==> src/rtl/chacha_stream_ctrl.sv <==
// AXI-Stream front end for chacha_many: packs 32-bit words into one group,
// kicks the core, waits for a fresh result and streams it back out.
module chacha_stream_ctrl #(
    parameter int NUMBER_OF_BLOCKS = 1,
    parameter int TOTAL_BIT_WIDTH  = NUMBER_OF_BLOCKS*512
) (
    input  logic                       clk,
    input  logic                       aresetn,
    input  logic [31:0]                s_axis_tdata,
    input  logic                       s_axis_tvalid,
    output logic                       s_axis_tready,
    input  logic                       s_axis_tlast,
    output logic [31:0]                m_axis_tdata,
    output logic                       m_axis_tvalid,
    input  logic                       m_axis_tready,
    output logic                       m_axis_tlast,
    output logic [TOTAL_BIT_WIDTH-1:0] chacha_data_in,
    output logic                       chacha_next_block,
    input  logic [TOTAL_BIT_WIDTH-1:0] chacha_data_out,
    input  logic                       chacha_data_valid,
    output logic [31:0]                groups_done
);

    localparam int NUMBER_OF_WORDS = NUMBER_OF_BLOCKS*16;
    localparam int CW = $clog2(NUMBER_OF_WORDS+1);
    localparam int IW = $clog2(TOTAL_BIT_WIDTH);
    localparam logic [CW-1:0] LAST_IDX = CW'(NUMBER_OF_WORDS-1);

    typedef enum logic [2:0] {
        INIT,
        FILL,
        KICK,
        WAIT_DROP,
        WAIT_VALID,
        DRAIN
    } state_t;

    state_t state, state_next;

    logic [CW-1:0]              fill_cnt;
    logic [CW-1:0]              word_count;
    logic [CW-1:0]              rd_idx;
    logic                       last_flag;
    logic [TOTAL_BIT_WIDTH-1:0] out_buf;
    logic [IW-1:0]              wr_pos;
    logic [IW-1:0]              rd_pos;
    logic                       in_hs;
    logic                       out_hs;
    logic                       fill_done;
    logic                       drain_done;

    assign wr_pos     = IW'({fill_cnt, 5'd0});
    assign rd_pos     = IW'({rd_idx, 5'd0});
    assign in_hs      = (state == FILL) && s_axis_tvalid;
    assign out_hs     = (state == DRAIN) && m_axis_tready;
    assign fill_done  = in_hs && ((fill_cnt == LAST_IDX) || s_axis_tlast);
    assign drain_done = out_hs && (rd_idx == word_count - 1'b1);

    always_ff @(posedge clk or negedge aresetn) begin
        if (!aresetn) begin
            state <= INIT;
        end else begin
            state <= state_next;
        end
    end

    always_comb begin
        state_next        = state;
        s_axis_tready     = 1'b0;
        m_axis_tvalid     = 1'b0;
        m_axis_tlast      = 1'b0;
        m_axis_tdata      = '0;
        chacha_next_block = 1'b0;
        unique case (state)
            INIT: state_next = FILL;
            FILL: begin
                s_axis_tready = 1'b1;
                if (fill_done) state_next = KICK;
            end
            KICK: begin
                chacha_next_block = 1'b1;
                state_next        = WAIT_DROP;
            end
            // A valid still high from the previous group must fall before
            // a result is trusted.
            WAIT_DROP:  if (!chacha_data_valid) state_next = WAIT_VALID;
            WAIT_VALID: if (chacha_data_valid)  state_next = DRAIN;
            DRAIN: begin
                m_axis_tvalid = 1'b1;
                m_axis_tdata  = out_buf[rd_pos +: 32];
                m_axis_tlast  = last_flag && (rd_idx == word_count - 1'b1);
                if (drain_done) state_next = FILL;
            end
            default: state_next = INIT;
        endcase
    end

    always_ff @(posedge clk or negedge aresetn) begin
        if (!aresetn) begin
            chacha_data_in <= '0;
            out_buf        <= '0;
            fill_cnt       <= '0;
            word_count     <= '0;
            rd_idx         <= '0;
            last_flag      <= 1'b0;
            groups_done    <= '0;
        end else begin
            unique case (state)
                FILL: begin
                    if (in_hs) begin
                        chacha_data_in[wr_pos +: 32] <= s_axis_tdata;
                        if (fill_done) begin
                            word_count <= fill_cnt + 1'b1;
                            last_flag  <= s_axis_tlast;
                            fill_cnt   <= '0;
                        end else begin
                            fill_cnt <= fill_cnt + 1'b1;
                        end
                    end
                end
                WAIT_VALID: begin
                    if (chacha_data_valid) begin
                        out_buf <= chacha_data_out;
                        rd_idx  <= '0;
                    end
                end
                DRAIN: begin
                    if (drain_done) begin
                        // Clearing here zero-pads the next short group.
                        groups_done    <= groups_done + 32'd1;
                        chacha_data_in <= '0;
                        rd_idx         <= '0;
                        word_count     <= '0;
                        last_flag      <= 1'b0;
                    end else if (out_hs) begin
                        rd_idx <= rd_idx + 1'b1;
                    end
                end
                default: ;
            endcase
        end
    end

endmodule

==> config.mk <==
export PLATFORM = sky130hd
export DESIGN_NAME = chacha_stream_ctrl
export DESIGN_NICKNAME = d
export VERILOG_FILES = /design/src/rtl/chacha_stream_ctrl.sv
export SDC_FILE = /design/constraint.sdc
export NUM_CORES = 2
export LEC_CHECK = 0
export CAP_MARGIN = 5
export CORE_AREA = 2 2 439 441
export CTS_BUF_LIST = sky130_fd_sc_hd__clkbuf_8
export DETAILED_ROUTE_END_ITERATION = 7
export DIE_AREA = 0 0 441 443
export PLACE_DENSITY = 0.55
export SLEW_MARGIN = 30
export SYNTH_ARGS = -nofsm -noshare
export SYNTH_HDL_FRONTEND = slang
export SYNTH_SLANG_ARGS = --single-unit
==> constraint.sdc <==
create_clock -name clk -period 7.01 [get_ports clk]
set_clock_uncertainty 0.15 [all_clocks]
set_input_delay 1.402 -clock clk [delete_from_list [all_inputs] [get_ports clk]]
set_output_delay 1.402 -clock clk [all_outputs]
set_load 0.02 [all_outputs]
Word level (Yosys, flattened, before mapping)
Index checks and enable logic that the tools add are counted.
{"block": "op_classes", "reduce_logical": 16, "eq_ne": 13, "muxes": 27, "shift": 3, "add_sub_neg": 5}
{"cell": "512-bit two-way mux", "n": 2}
{"cell": "512-bit case mux with 2 select lines", "n": 1}
{"cell": "512-bit bitwise mux", "n": 1}
{"cell": "32-bit by 11-bit variable shift with 512-bit output, first input constant", "n": 1}
{"cell": "32-bit by 11-bit indexed part select with 512-bit output", "n": 1}
{"cell": "512-bit by 10-bit indexed part select with 32-bit output", "n": 1}
{"cell": "5-bit two-way mux", "n": 7}
{"cell": "32-bit by 1-bit adder with 32-bit output, second input constant", "n": 1}
{"cell": "32-bit two-way mux", "n": 1}
{"cell": "5-bit case mux with 2 select lines", "n": 2}
{"cell": "3-bit case mux with 6 select lines", "n": 1}
{"cell": "3-bit two-way mux", "n": 4}
{"cell": "9-bit negator with 11-bit output", "n": 1}
{"cell": "5-bit by 1-bit adder with 5-bit output, second input constant", "n": 2}
{"cell": "2-bit inequality test, second input constant", "n": 5}
{"cell": "4-bit AND reduction", "n": 2}
{"cell": "1-bit two-way mux", "n": 7}
{"cell": "3-bit by 2-bit equality test with 1-bit output, second input constant", "n": 2}
{"cell": "3-bit equality test, second input constant", "n": 2}
{"cell": "2-bit AND reduction", "n": 3}
{"cell": "3-bit AND reduction", "n": 2}
{"cell": "5-bit by 4-bit equality test with 1-bit output, second input constant", "n": 1}
{"cell": "5-bit equality test", "n": 1}
{"cell": "1-bit logical AND", "n": 5}
{"cell": "other kinds (7)", "n": 8}
{"block": "totals", "register_bits": 1075, "in_bits": 550}

Logic depth before layout (Yosys ltp)
{"block": "logic_depth", "depth_word": 6, "ltp_mapped": 10, "depth_no_buf": 8}

Least setup slack after synthesis
No wires, ideal clock.
{"block": "synth_path", "kind": "register to output", "startpoint": "register rd_idx[0]", "endpoint": "output m_axis_tdata[0]", "path_stages_with_launch": 6, "path_buffers": 2, "t_arrival_ps": 2231, "t_required_ps": 5458, "path_slack_ps": 3227, "path_cell_list": "dfrtp_1 -> buf_2 -> buf_1 -> mux4_2 -> mux4_2 -> and2_1"}
{"block": "synth_via", "elab_chain_cells": 2}
{"item": "start, declared", "line_no": "42", "source": "logic [CW-1:0] rd_idx;"}
{"item": "start signal, assigned", "line_no": "136", "source": "rd_idx <= rd_idx + 1'b1;"}
{"item": "512-bit by 10-bit indexed part select with 32-bit output", "line_no": "90", "source": "m_axis_tdata = out_buf[rd_pos +: 32];"}
{"item": "32-bit two-way mux", "line_no": "74", "source": "unique case (state)"}
{"item": "end, declared", "line_no": "13", "source": "output logic [31:0] m_axis_tdata,"}
Every way passes these cells.

Final worst setup path
{"block": "layout_path", "startpoint": "register rd_idx[2]", "endpoint": "output m_axis_tdata[18]"}
The elaborated chain is that of the path after synthesis.

==> impl_metrics.ini <==
[critical_path]
cp_data_required_time_ps = 5460
start_kind = flip-flop
rrSetupSlack_ps = 3220
cp-end-kind = output pin
timing.rr.start = rd_idx[1]
crit_end = m_axis_tdata[18]
crit_type = flip-flop to output pin
crit_path_start = rd_idx[2]
cp_max_fo = 40
regToRegEndpoint = chacha_data_in[417]
reg2regPathDepth = 6
arrival_ps = 4090

[layout]
instances_no_fill = 6878
multi_input_area_sq_um = 17400
synthToLayoutAreaGrowth_pct = 39.9
fin_nets = 4726
final_cell_mix = clkdlybuf4s50_1, dfrtp_1, mux2_2, a32o_1, clkbuf_8
regArea_sq_um = 26900
final_common_cell = clkdlybuf4s50_1
final_util_pct = 33.4
drive_above_1_share_pct = 25.4
nFillCells = 18900

[clock_tree]
cts_setup_buffers = 0
cts_buffer_depth = 3
ctsResizeCount = 0
cts_sinks = 1075
clock_latency_ps = 940
clk_pin_slew_ps = 70
h-tree-depth = 4
cts_made_buffers = 191
cts_tree = done
ctsHoldBuffers = 0
root_buffer = clkbuf_8

[synth]
yosys.area.top_type = dfrtp_1
synth_top_area_share_pct = 59.0
synthArstFlopShare_pct = 100
synth-seq-cells = 1075
post_synth_num_cell_types = 54
syn_area_per_cell_sq_um = 14.6
syn-cell-area_sq_um = 45600
synth_fp_nets = 3676
synthTopCellsByArea = dfrtp_1, mux2_2, a32o_1
yosysSeqAreaShare_pct = 59.0
syn_inst = 3118
yosysWarnings = 0
synth_edf_count = 0
synth-main-ff-cell = dfrtp_1

[flow_run]
maxCapViolations = 0

[timing]
tns_ps = 0
hold_violations = 0
holdWs_ps = 318
report.final.slew_viol_count = 0
setup_viol = 0
slew_headroom_pct = 32.6
period_share_pct = 80.6
rsz0062_at_grt = false
clock.fmax_mhz = 177
worst_pin_slew_ps = 1010
layout_min_cycle_time_ps = 5650

[routing]
routedWlPerCell_um = 28.9
avgViaCountPerCell = 5.01
num_vias = 34500
drtPass1Iterations = 5
routed_wl_mm = 198
drc = 0
dr.first_iter.drc_count = 3018
final_antenna_net_count = 0

[pwr]
finalPower_uw = 27800
pwr_density_cell_nw_per_um2 = 436
peakVddDrop_mv = 0.299
p_leak_uw = 0.0265

[hold_path]
min_path_type = flip-flop to flip-flop
holdPathStages = 1

[die]
die_h_um = 443
die_area_sq_um = 195000
pin_count = 1130
fp-row-count = 161
core_area_sq_um = 191000
die_w_um = 441
initial_core_util_pct = 23.9

[place]
place.port_buffers = 1129
hpwl_mm = 140
dp.cells = 6500
gp_congestion = 0.861

[global_route]
grt_pass1_vias = 34800
track_usage_pct = 19.7
gr-total-overflow = 0
grt_pass1_wl_mm = 275
antenna_found_initial = 60
grt_max_degree = 146

[outcome]
status = finished, final reports clean
## critical path, cell delays in order (launching register included)
cell and delay, ps:
dfrtp_4 880, buf_4 540, mux4_2 370, mux4_2 570, and2_1 200, clkdlybuf4s50_1 540
## per-layer routing
layer	vias up	GRT usage, %	routed length [um]
met1	18300	22.6	73900
met2	1513	33.1	99200
met3	424	5.38	14600
met4	26	11.0	10700
met5	-	0	151
li1	14300	-	-
## area by class of cell
cell class | instances | share of cell area, %
clock inverter | 99 | 1.04
inverter | 15 | 0.0902
multi-input combinational | 1673 | 27.2
sequential | 1075 | 42.2
antenna | 28 | 0.110
timing repair buffer | 1212 | 19.0
clock buffer | 250 | 5.39
tap | 2526 | 4.95
## synthesized netlist by cell type (4+ instances only)
master       n
a21o_1       6
a21oi_1      8
a22o_1      69
a32o_1     386
and2_1      35
and3_1       7
buf_1       65
buf_2      113
clkbuf_1   174
dfrtp_1   1075
ha_1         8
inv_1       11
mux2_2     513
mux4_2     160
nand2_1     28
nand2b_1     5
nand3_1    217
nand4_1      8
nor2_1      17
nor2b_1      4
nor3_1      13
nor3b_1      4
nor4_1      20
o211ai_1    65
o21ai_0     15
o21ai_2      8
o31ai_1      4
or2_2        4
xnor2_1     13
xor2_1      26
## state kept, by name, summed over array words and instances, names as in the netlist
register	count
chacha_data_in	512
out_buf	512
groups_done	32
fill_cnt	5
rd_idx	5
word_count	5
state	3
last_flag	1
## report_power, final
| group | internal, uW | switching (uW) |
|---|---|---|
| clock | 3370 | 2870 |
| combinational | 5420 | 6030 |
| sequential | 8490 | 1640 |
| total | 17300 | 10500 |
## worst min path at each step
stage                          startpoint                   to  slack (ps)
after floorplan               fill_cnt[4]          fill_cnt[4]         300
after global placement    groups_done[31]      groups_done[31]         310
after detailed placement  groups_done[31]      groups_done[31]         310
after CTS                         aresetn  chacha_data_in[121]         300
after global routing      groups_done[31]      groups_done[31]         330
final                     groups_done[31]      groups_done[31]         320
## logic make-up (layout without fill, tap and decap cells)
family                   after synthesis  count (layout)  share of synthesized area (%)
XOR/XNOR                              39              39                          0.749
flip-flops                          1075            1075                           59.0
buffers and inverters                370            1576                           3.39
multiplexers                         674             674                           20.6
other                                  0              28                              0
adder cells (fa/ha/maj)                8               8                          0.219
AND/OR/NAND/NOR                      373             373                           4.34
AO/OA/AOI/OAI                        579             579                           11.8
## through the flow
step / worst slack [ps] / instance area (sq um)
3_5_place_dp: 2230 / 59600
4_1_cts: 1140 / 63700
2_1_floorplan: 3230 / 45600
5_1_grt: 1120 / 63800
6_report: 1360 / 63800
3_3_place_gp: 2240 / 59500
Power figures use the tool's default switching activity.
